### config.mk
export PLATFORM = sky130hd
export DESIGN_NAME = multi_debounce
export DESIGN_NICKNAME = d
export VERILOG_FILES = /design/src/rtl/multi_debounce.sv
export SDC_FILE = /design/constraint.sdc
export NUM_CORES = 1
export LEC_CHECK = 0
export CAP_MARGIN = 20
export CORE_MARGIN = 2
export CORE_UTILIZATION = 56
export DETAILED_ROUTE_END_ITERATION = 10
export PLACE_DENSITY = 0.86
export SLEW_MARGIN = 0
export SYNTH_ARGS = -nofsm -noshare
export SYNTH_HDL_FRONTEND = slang
export SYNTH_SLANG_ARGS = --single-unit
### constraint.sdc
create_clock -name clk -period 2.4 [get_ports clk]
set_clock_uncertainty 0.1 [all_clocks]
set_input_delay 0.36 -clock clk [delete_from_list [all_inputs] [get_ports clk]]
set_output_delay 0.36 -clock clk [all_outputs]
set_load 0.01 [all_outputs]
### src/rtl/multi_debounce.sv
`timescale 1ns/1ps
// multi_debounce: multi-channel push-button debouncer.
// Each channel has a SYNC_STAGES-deep synchronizer and a 4-state
// stability FSM (ZERO/WAIT1/ONE/WAIT0). The FSM samples on a tick shared by
// all channels, with period 2^TICK_W. db, rise and fall are registered.
// Optional long-press detector: define MULTI_DEBOUNCE_LONGPRESS_EN to build
// it. Without it, long_press is tied to 0.
module multi_debounce #(
   parameter int CH          = 4,
   parameter int TICK_W      = 13,
   parameter int STABLE      = 3,
   parameter int SYNC_STAGES = 2,
   parameter int LONG_TICKS  = 64
) (
   input  logic          clk,
   input  logic          reset,
   input  logic [CH-1:0] btn,
   output logic [CH-1:0] db,
   output logic [CH-1:0] rise,
   output logic [CH-1:0] fall,
   output logic          tick,
   output logic [CH-1:0] long_press
);

   localparam int CNT_W = $clog2(STABLE + 1);
   localparam logic [CNT_W-1:0] CNT_LAST = CNT_W'(STABLE - 1);

   typedef enum logic [1:0] {
      ZERO  = 2'd0,
      WAIT1 = 2'd1,
      ONE   = 2'd2,
      WAIT0 = 2'd3
   } state_t;

   // Parameter sanity checks, evaluated at elaboration time.
   if (CH < 1)          begin : g_bad_ch     $error("CH must be >= 1");          end
   if (STABLE < 1)      begin : g_bad_stable $error("STABLE must be >= 1");      end
   if (SYNC_STAGES < 2) begin : g_bad_sync   $error("SYNC_STAGES must be >= 2"); end
   if (LONG_TICKS < 1)  begin : g_bad_long   $error("LONG_TICKS must be >= 1");  end

   logic [TICK_W-1:0] tick_cnt_reg;

   // Free-running tick counter shared by every channel. It wraps naturally.
   always_ff @(posedge clk or posedge reset) begin
      if (reset) tick_cnt_reg <= '0;
      else       tick_cnt_reg <= tick_cnt_reg + 1'b1;
   end

   // Tick is asserted while the counter is all ones. The first tick
   // therefore comes P-1 cycles after reset is released.
   assign tick = &tick_cnt_reg;

   for (genvar gi = 0; gi < CH; gi++) begin : g_ch
      logic [SYNC_STAGES-1:0] sync_reg;
      logic                   s;
      state_t                 state_reg;
      logic [CNT_W-1:0]       cnt_reg;
      logic                   db_reg;
      logic                   rise_reg;
      logic                   fall_reg;

      // Input synchronizer; only the last stage feeds the FSM.
      always_ff @(posedge clk or posedge reset) begin
         if (reset) sync_reg <= '0;
         else       sync_reg <= {sync_reg[SYNC_STAGES-2:0], btn[gi]};
      end

      assign s = sync_reg[SYNC_STAGES-1];

      // Stability FSM. An input change always aborts a pending transition,
      // even when it lands on a tick. The outputs are registered together
      // with the state.
      always_ff @(posedge clk or posedge reset) begin
         if (reset) begin
            state_reg <= ZERO;
            cnt_reg   <= '0;
            db_reg    <= 1'b0;
            rise_reg  <= 1'b0;
            fall_reg  <= 1'b0;
         end else begin
            rise_reg <= 1'b0;
            fall_reg <= 1'b0;
            case (state_reg)
               ZERO: begin
                  if (s) begin
                     state_reg <= WAIT1;
                     cnt_reg   <= '0;
                  end
               end
               WAIT1: begin
                  if (!s) begin
                     state_reg <= ZERO;
                  end else if (tick) begin
                     if (cnt_reg == CNT_LAST) begin
                        state_reg <= ONE;
                        db_reg    <= 1'b1;
                        rise_reg  <= 1'b1;
                     end else begin
                        cnt_reg <= cnt_reg + 1'b1;
                     end
                  end
               end
               ONE: begin
                  if (!s) begin
                     state_reg <= WAIT0;
                     cnt_reg   <= '0;
                  end
               end
               WAIT0: begin
                  if (s) begin
                     state_reg <= ONE;
                  end else if (tick) begin
                     if (cnt_reg == CNT_LAST) begin
                        state_reg <= ZERO;
                        db_reg    <= 1'b0;
                        fall_reg  <= 1'b1;
                     end else begin
                        cnt_reg <= cnt_reg + 1'b1;
                     end
                  end
               end
               default: begin
                  state_reg <= ZERO;
                  db_reg    <= 1'b0;
               end
            endcase
         end
      end

      assign db[gi]   = db_reg;
      assign rise[gi] = rise_reg;
      assign fall[gi] = fall_reg;

`ifdef MULTI_DEBOUNCE_LONGPRESS_EN
      localparam int LONG_W = $clog2(LONG_TICKS + 1);
      localparam logic [LONG_W-1:0] LONG_MAX = LONG_W'(LONG_TICKS);
      localparam logic [LONG_W-1:0] LONG_PRE = LONG_W'(LONG_TICKS - 1);

      logic [LONG_W-1:0] long_cnt_reg;
      logic              long_reg;

      // Long-press counter. It counts ticks spent in ONE and holds across a
      // brief WAIT0 bounce, so it fires only once per press. It saturates at
      // LONG_TICKS.
      always_ff @(posedge clk or posedge reset) begin
         if (reset) begin
            long_cnt_reg <= '0;
            long_reg     <= 1'b0;
         end else begin
            long_reg <= 1'b0;
            case (state_reg)
               ONE: begin
                  if (tick && (long_cnt_reg != LONG_MAX)) begin
                     long_cnt_reg <= long_cnt_reg + 1'b1;
                     if (long_cnt_reg == LONG_PRE) long_reg <= 1'b1;
                  end
               end
               WAIT0:   long_cnt_reg <= long_cnt_reg;
               default: long_cnt_reg <= '0;
            endcase
         end
      end

      assign long_press[gi] = long_reg;
`else
      assign long_press[gi] = 1'b0;
`endif
   end

endmodule

==> out/qor.txt, run 1 <==
Total wire length - 3.62 mm
Clk sink count - 49
First-pass GRT wire length - 6.25 mm
Power Total - 1.49 mW
Cell taking the most area after synthesis - dfrtp_1
Pwr Density - 593 nW/µm²
Worst Path Required - 1.94 ns
Kind of critical path - register to output port
CP Launch Type - register
H-tree levels - 2
MaxCap Viol Count - 0
Final instance area - 2510 µm²
#FFs+latches synth - 49
DRC Markers - 0
Total GRT Usage - 18.7%
Element type at the critical path end - output port
Fill cell count - 313
Ant. Diodes - 0
Clock buffer depth - 2
RSZ-0062 raised after global routing - no
Mapped Cells - 199
Min-delay worst type - register to register
Clock Pin Slew Worst Setup and Hold Paths - 0.09 ns
Period utilization - 95.9%
Final-report hold violation count - 0
CP Cell Sequence - and4_2 > nand4_4 > inv_1 > clkdlybuf4s50_1
Footprint of the multi-input gates - 847 µm²
CTS Buf Count - 5
Avg Cell Area, Syn - 11.3 µm²
Row count - 23
Largest net degree at the start of global routing - 30
Max reg flops - 13
Initial antenna violation count - 0
CP max stage delay - 0.53 ns
Final Wtd Congestion - 0.759
Status - finished clean
Final ANT Viol Nets - 0
Num ports - 23
Area grow syn2layout - 11.5%
Clock Latency Late Sink - 0.31 ns
Hold Startpoint - g_ch[3].sync_reg[0]$_DFF_PP0_
Count of non-filler cells in the finished layout - 262
Dpl cell area - 2390 µm²
Setup repair bufs after CTS - 0
Worst EP arrival - 1.84 ns
Initial Util - 57.2%
Via density - 5.47
Chip height - 67.4 µm
CP bufs+invs - 2
CP delay by family, top - buffers and inverters
Post-layout min period - 2.30 ns
P_leak - 1.10 nW
Setup TNS - 0 ns
FF/Latch Area - 1230 µm²
Die width - 67.4 µm
Critical path startpoint - tick_cnt_reg[8]$_DFF_PP0_
Maximum clock rate - 435 MHz
Net count, final - 222
Vias in the first global route - 1327
Post-synthesis cell type count - 29
Placed wire-length estimate - 2.60 mm
Layout cells sized above 1 - 11.3%
Largest cells by area after synthesis - dfrtp_1 (54%), buf_4 (5.7%), xnor2_1 (4.3%)
Slowest stage cell on the critical path - clkdlybuf4s50_1
Root buf cell - clkbuf_8
Sequential share of the synthesized area - 54.4%
CTS Hold Bufs - 0
Port bufs - 18
Die area - 4550 µm²
Final setup fails - 0
Post-Syn Area - 2250 µm²
Yosys warning count - 0
DR iter-0 viols - 77
R2r startpoint - tick_cnt_reg[0]$_DFF_PP0_
Max Slew Vio Count - 0
Pre-antenna DRT Iters - 4
WL per Instance - 13.8 µm
Placed Instances - 254
Commonest cells after routing, fill and taps aside - dfrtp_1 (49), clkdlybuf4s50_1 (18), nand2_1 (16)
CTS tree - built
Max FO, Critical Path - 6
Post-synth top area share - 54.4%
Core area - 3940 µm²
Worst VDD drop - 0.425 mV
Grt ovf - 0
Most common cell after layout, fill and taps aside - dfrtp_1
Vias - 1434
cell usage after synthesis, drive strengths merged:
cell type  number
dfrtp          49
nor3b           8
conb            1
nand3b          1
a21oi           5
nor2           11
o22ai           1
buf            20
inv            10
xnor2          11
or4b            5
nand3          15
a41oi           4
mux2i           1
nand4           9
ha              5
mux2            6
xor2            4
or3             4
nand2          16
or3b            1
and4            2
o31ai           4
and3            1
nor2b           4
nor3            1
layer usage:
metal	global-route usage, %	vias up	part of all wire (%)
met4	6.12	0	1.5
met3	6.00	5	3.6
met1	24.4	701	46
met5	0	-	0
li1	-	702	-
met2	29.6	26	49
cells by family after synthesis:
logic type / after synthesis / share of synthesized area [%]
buf+inv: 30 / 8.83
compound gates: 14 / 4.28
fa+ha+maj: 5 / 2.78
xor+xnor: 15 / 5.83
mux: 7 / 3.44
flops: 49 / 54.4
other cells: 1 / 0.166
simple gates: 78 / 20.3
power breakdown:
part | internal, mW | switching [mW] | leakage [nW]
combinational | 0.0165 | 0.0250 | 0.403
clock | 0.340 | 0.261 | 0.0585
sequential | 0.835 | 0.0123 | 0.643
per-stage QoR:
stage	worst slack [ns]	utilization (%)	hold WS, ns
CTS	0.0691	63.5	0.254
detailed placement	0.388	60.6	0.235
global placement	0.437	60.6	0.231
finish	0.0991	63.7	0.254
floorplan	0.585	-	0.231
global route	0.00126	63.7	0.260
area by class of cell:
cell class | count | area share, %
inverter | 10 | 1.49
tap | 50 | 2.49
clock inverter | 1 | 1.20
multi-input combinational | 123 | 33.7
timing repair buffer | 22 | 8.86
clock buffer | 7 | 3.44
sequential | 49 | 48.8
worst register-to-register path, stage by stage, from the launching register on:
cell	delay (ns)
dfrtp_1	0.39
ha_1	0.20
and3_4	0.21
buf_4	0.16
nand2_1	0.16
or3_1	0.44
nor3b_1	0.21
final timing paths:
check / slack [ns] / depth (start not counted) / to
max: 0.1 / 4 / tick
min: 0.25 / 0 / g_ch[3].sync_reg[1]$_DFF_PP0_
max reg2reg: 0.46 / 6 / g_ch[0].rise_reg$_DFF_PP0_
min reg2reg: 0.25 / 0 / g_ch[3].sync_reg[1]$_DFF_PP0_
max in group asynchronous: 1.42 / 3 / g_ch[1].state_reg[0]$_DFFE_PP0P_
min in group asynchronous: 0.28 / 2 / g_ch[2].rise_reg$_DFF_PP0_
timing repair:
item	CTS	global route
hold endpoints to repair	0	0
setup endpoints to repair	0	1
gates resized for setup	0	3
(Power assumes the default switching activity.)
==> run 2, diff against run 1 <==
CORE_UTILIZATION = 50   (was 56)
PLACE_DENSITY = 0.79   (was 0.86)
==> out/qor.txt, run 2 (synthesized netlist as in run 1, its figures left out) <==
Area grow syn2layout - 11.9%
First-pass GRT wire length - 6.30 mm (+0.77%)
Final-report hold violation count - 0 (unchanged)
Max FO, Critical Path - 4 (-2)
Sequential power share - 56.9% (about the same)
Largest net degree at the start of global routing - 28 (-6.7%)
Total wire length - 3.62 mm (about the same)
Setup TNS - 0 ns (unchanged)
Initial antenna violation count - 0 (unchanged)
Switching part of the total power - 20.0% (-0.052 points)
Clock Pin Slew Worst Setup and Hold Paths - 0.09 ns (about the same)
Met3 usage - 5.41% (-0.59 points)
Die area - 5060 µm² (+11%)
Clock share of power - 40.3% (about the same)
Most common cell after layout, fill and taps aside - dfrtp_1
Final core utilization - 57.9% (-5.8 points)
Final Wtd Congestion - 0.770 (+1.4%)
RSZ-0062 raised after global routing - no
Port bufs - 18 (unchanged)
Min-delay worst type - register to register
Num ports - 23 (unchanged)
Pwr Density - 590 nW/µm² (-0.46%)
Commonest cells after routing, fill and taps aside - dfrtp_1 (49), clkdlybuf4s50_1 (18), nand2_1 (16)
Initial Util - 51.8% (-5.4 points)
P_leak - 1.11 nW (+0.38%)
Final setup fails - 0 (unchanged)
Clock buffer depth - 2 (unchanged)
Total GRT Usage - 16.0% (-2.7 points)
Via density - 5.34 (-2.4%)
Core area - 4350 µm² (+10%)
Ant. Diodes - 0 (unchanged)
PnR worst setup slack - 0.0994 ns (+0.000245 ns)
Power Internal - 1.19 mW (about the same)
MaxCap Viol Count - 0 (unchanged)
Status - finished clean
Pre-antenna DRT Iters - 4 (unchanged)
Max reg flops - 13 (unchanged)
Period utilization - 95.9% (about the same)
DR iter-0 viols - 31 (-60%)
Net count, final - 223 (+0.45%)
R2R Setup Slk - 0.43 ns (-0.03 ns)
Placed wire-length estimate - 2.57 mm (-1.1%)
Busiest grt layer - met2
Clock Latency Late Sink - 0.30 ns (about the same)
Vias in the first global route - 1403 (+5.7%)
M1 GR Usage - 21.3% (-3.2 points)
Worst Path Required - 1.94 ns (about the same)
WL per Instance - 13.7 µm (-1.1%)
Die width - 71.1 µm (+5.5%)
Maximum clock rate - 435 MHz (about the same)
Clk sink count - 49 (unchanged)
CTS tree - built
DRC Markers - 0 (unchanged)
Post-layout min period - 2.30 ns (-0.000245 ns)
Row count - 24 (+4.3%)
Min Hold Slack - 0.256 ns (+0.00246 ns)
Comb pwr share - 2.8% (about the same)
Count of non-filler cells in the finished layout - 265 (+1.1%)
Element type at the critical path end - output port
Worst EP arrival - 1.84 ns (about the same)
CTS Buf Count - 5 (unchanged)
Root buf cell - clkbuf_8
Chip height - 71.1 µm (+5.5%)
Worst VDD drop - 0.283 mV (-33%)
Max Slew Vio Count - 0 (unchanged)
DP Worst Slack - 0.393 ns (+0.00462 ns)
Final ANT Viol Nets - 0 (unchanged)
CP Launch Type - register
Vias - 1415 (-1.3%)
NetSw - 0.297 mW (-0.32%)
CTS Hold Bufs - 0 (unchanged)
Grt ovf - 0 (unchanged)
Placed Instances - 256 (+0.79%)
Kind of critical path - register to output port
H-tree levels - 2 (unchanged)
Layout cells sized above 1 - 11.7% (+0.42 points)
GR Util met2 - 24.8% (-4.8 points)
run 2: per-stage QoR:
step | cell area, µm² | power, mW
detailed placement | 2390 | 0.906
CTS | 2510 | 1.50
floorplan | 2260 | 0.889
global placement | 2390 | 0.905
finish | 2520 | 1.49
global route | 2520 | 1.55
run 2: path summary, 6_finish.rpt:
| kind | from | endpoint | cells after the start |
|---|---|---|---|
| setup / recovery | tick_cnt_reg[0]$_DFF_PP0_ | tick | 5 |
| hold / removal | g_ch[0].sync_reg[0]$_DFF_PP0_ | g_ch[0].sync_reg[1]$_DFF_PP0_ | 0 |
| setup reg to reg | tick_cnt_reg[0]$_DFF_PP0_ | g_ch[1].cnt_reg[0]$_DFFE_PP0P_ | 6 |
| hold reg to reg | g_ch[0].sync_reg[0]$_DFF_PP0_ | g_ch[0].sync_reg[1]$_DFF_PP0_ | 0 |
| max in group asynchronous | reset | tick_cnt_reg[12]$_DFF_PP0_ | 3 |
| min in group asynchronous | reset | g_ch[0].sync_reg[0]$_DFF_PP0_ | 2 |
run 2: cell type report:
class	count	area [µm²]
Sequential cell	49	1230
Clock buffer	7	86.3
Multi-Input combinational cell	123	847
Inverter	10	37.5
Tap cell	52	65.1
Timing Repair Buffer	23	230
Clock inverter	1	30.0
Fill cell	356	1830
run 2: power groups by stage:
stage	Clock (mW)	Sequential, mW	Combinational, mW
floorplan	0	0.860	0.0294
global route	0.649	0.849	0.0479
finish	0.600	0.847	0.0413
CTS	0.611	0.847	0.0431
global placement	0	0.863	0.0423
detailed placement	0	0.863	0.0427
run 2: repair_timing:
item                                    4_1_cts  5_1_grt
buffers inserted                              0        1
endpoints found under the setup margin        0        1
resized for setup                             0        3
run 2: worst max-delay path, stage by stage, from the launching register on:
cell	delay, ns
dfrtp_1	0.40
ha_1	0.20
and3_4	0.21
nand4_4	0.10
inv_1	0.10
clkdlybuf4s50_1	0.53
run 2: layer usage:
layer / vias up / share of wire (%)
met2: 26 / 48
met1: 677 / 46
met3: 8 / 3.5
met4: 0 / 2.4
met5: - / 0
li1: 704 / -
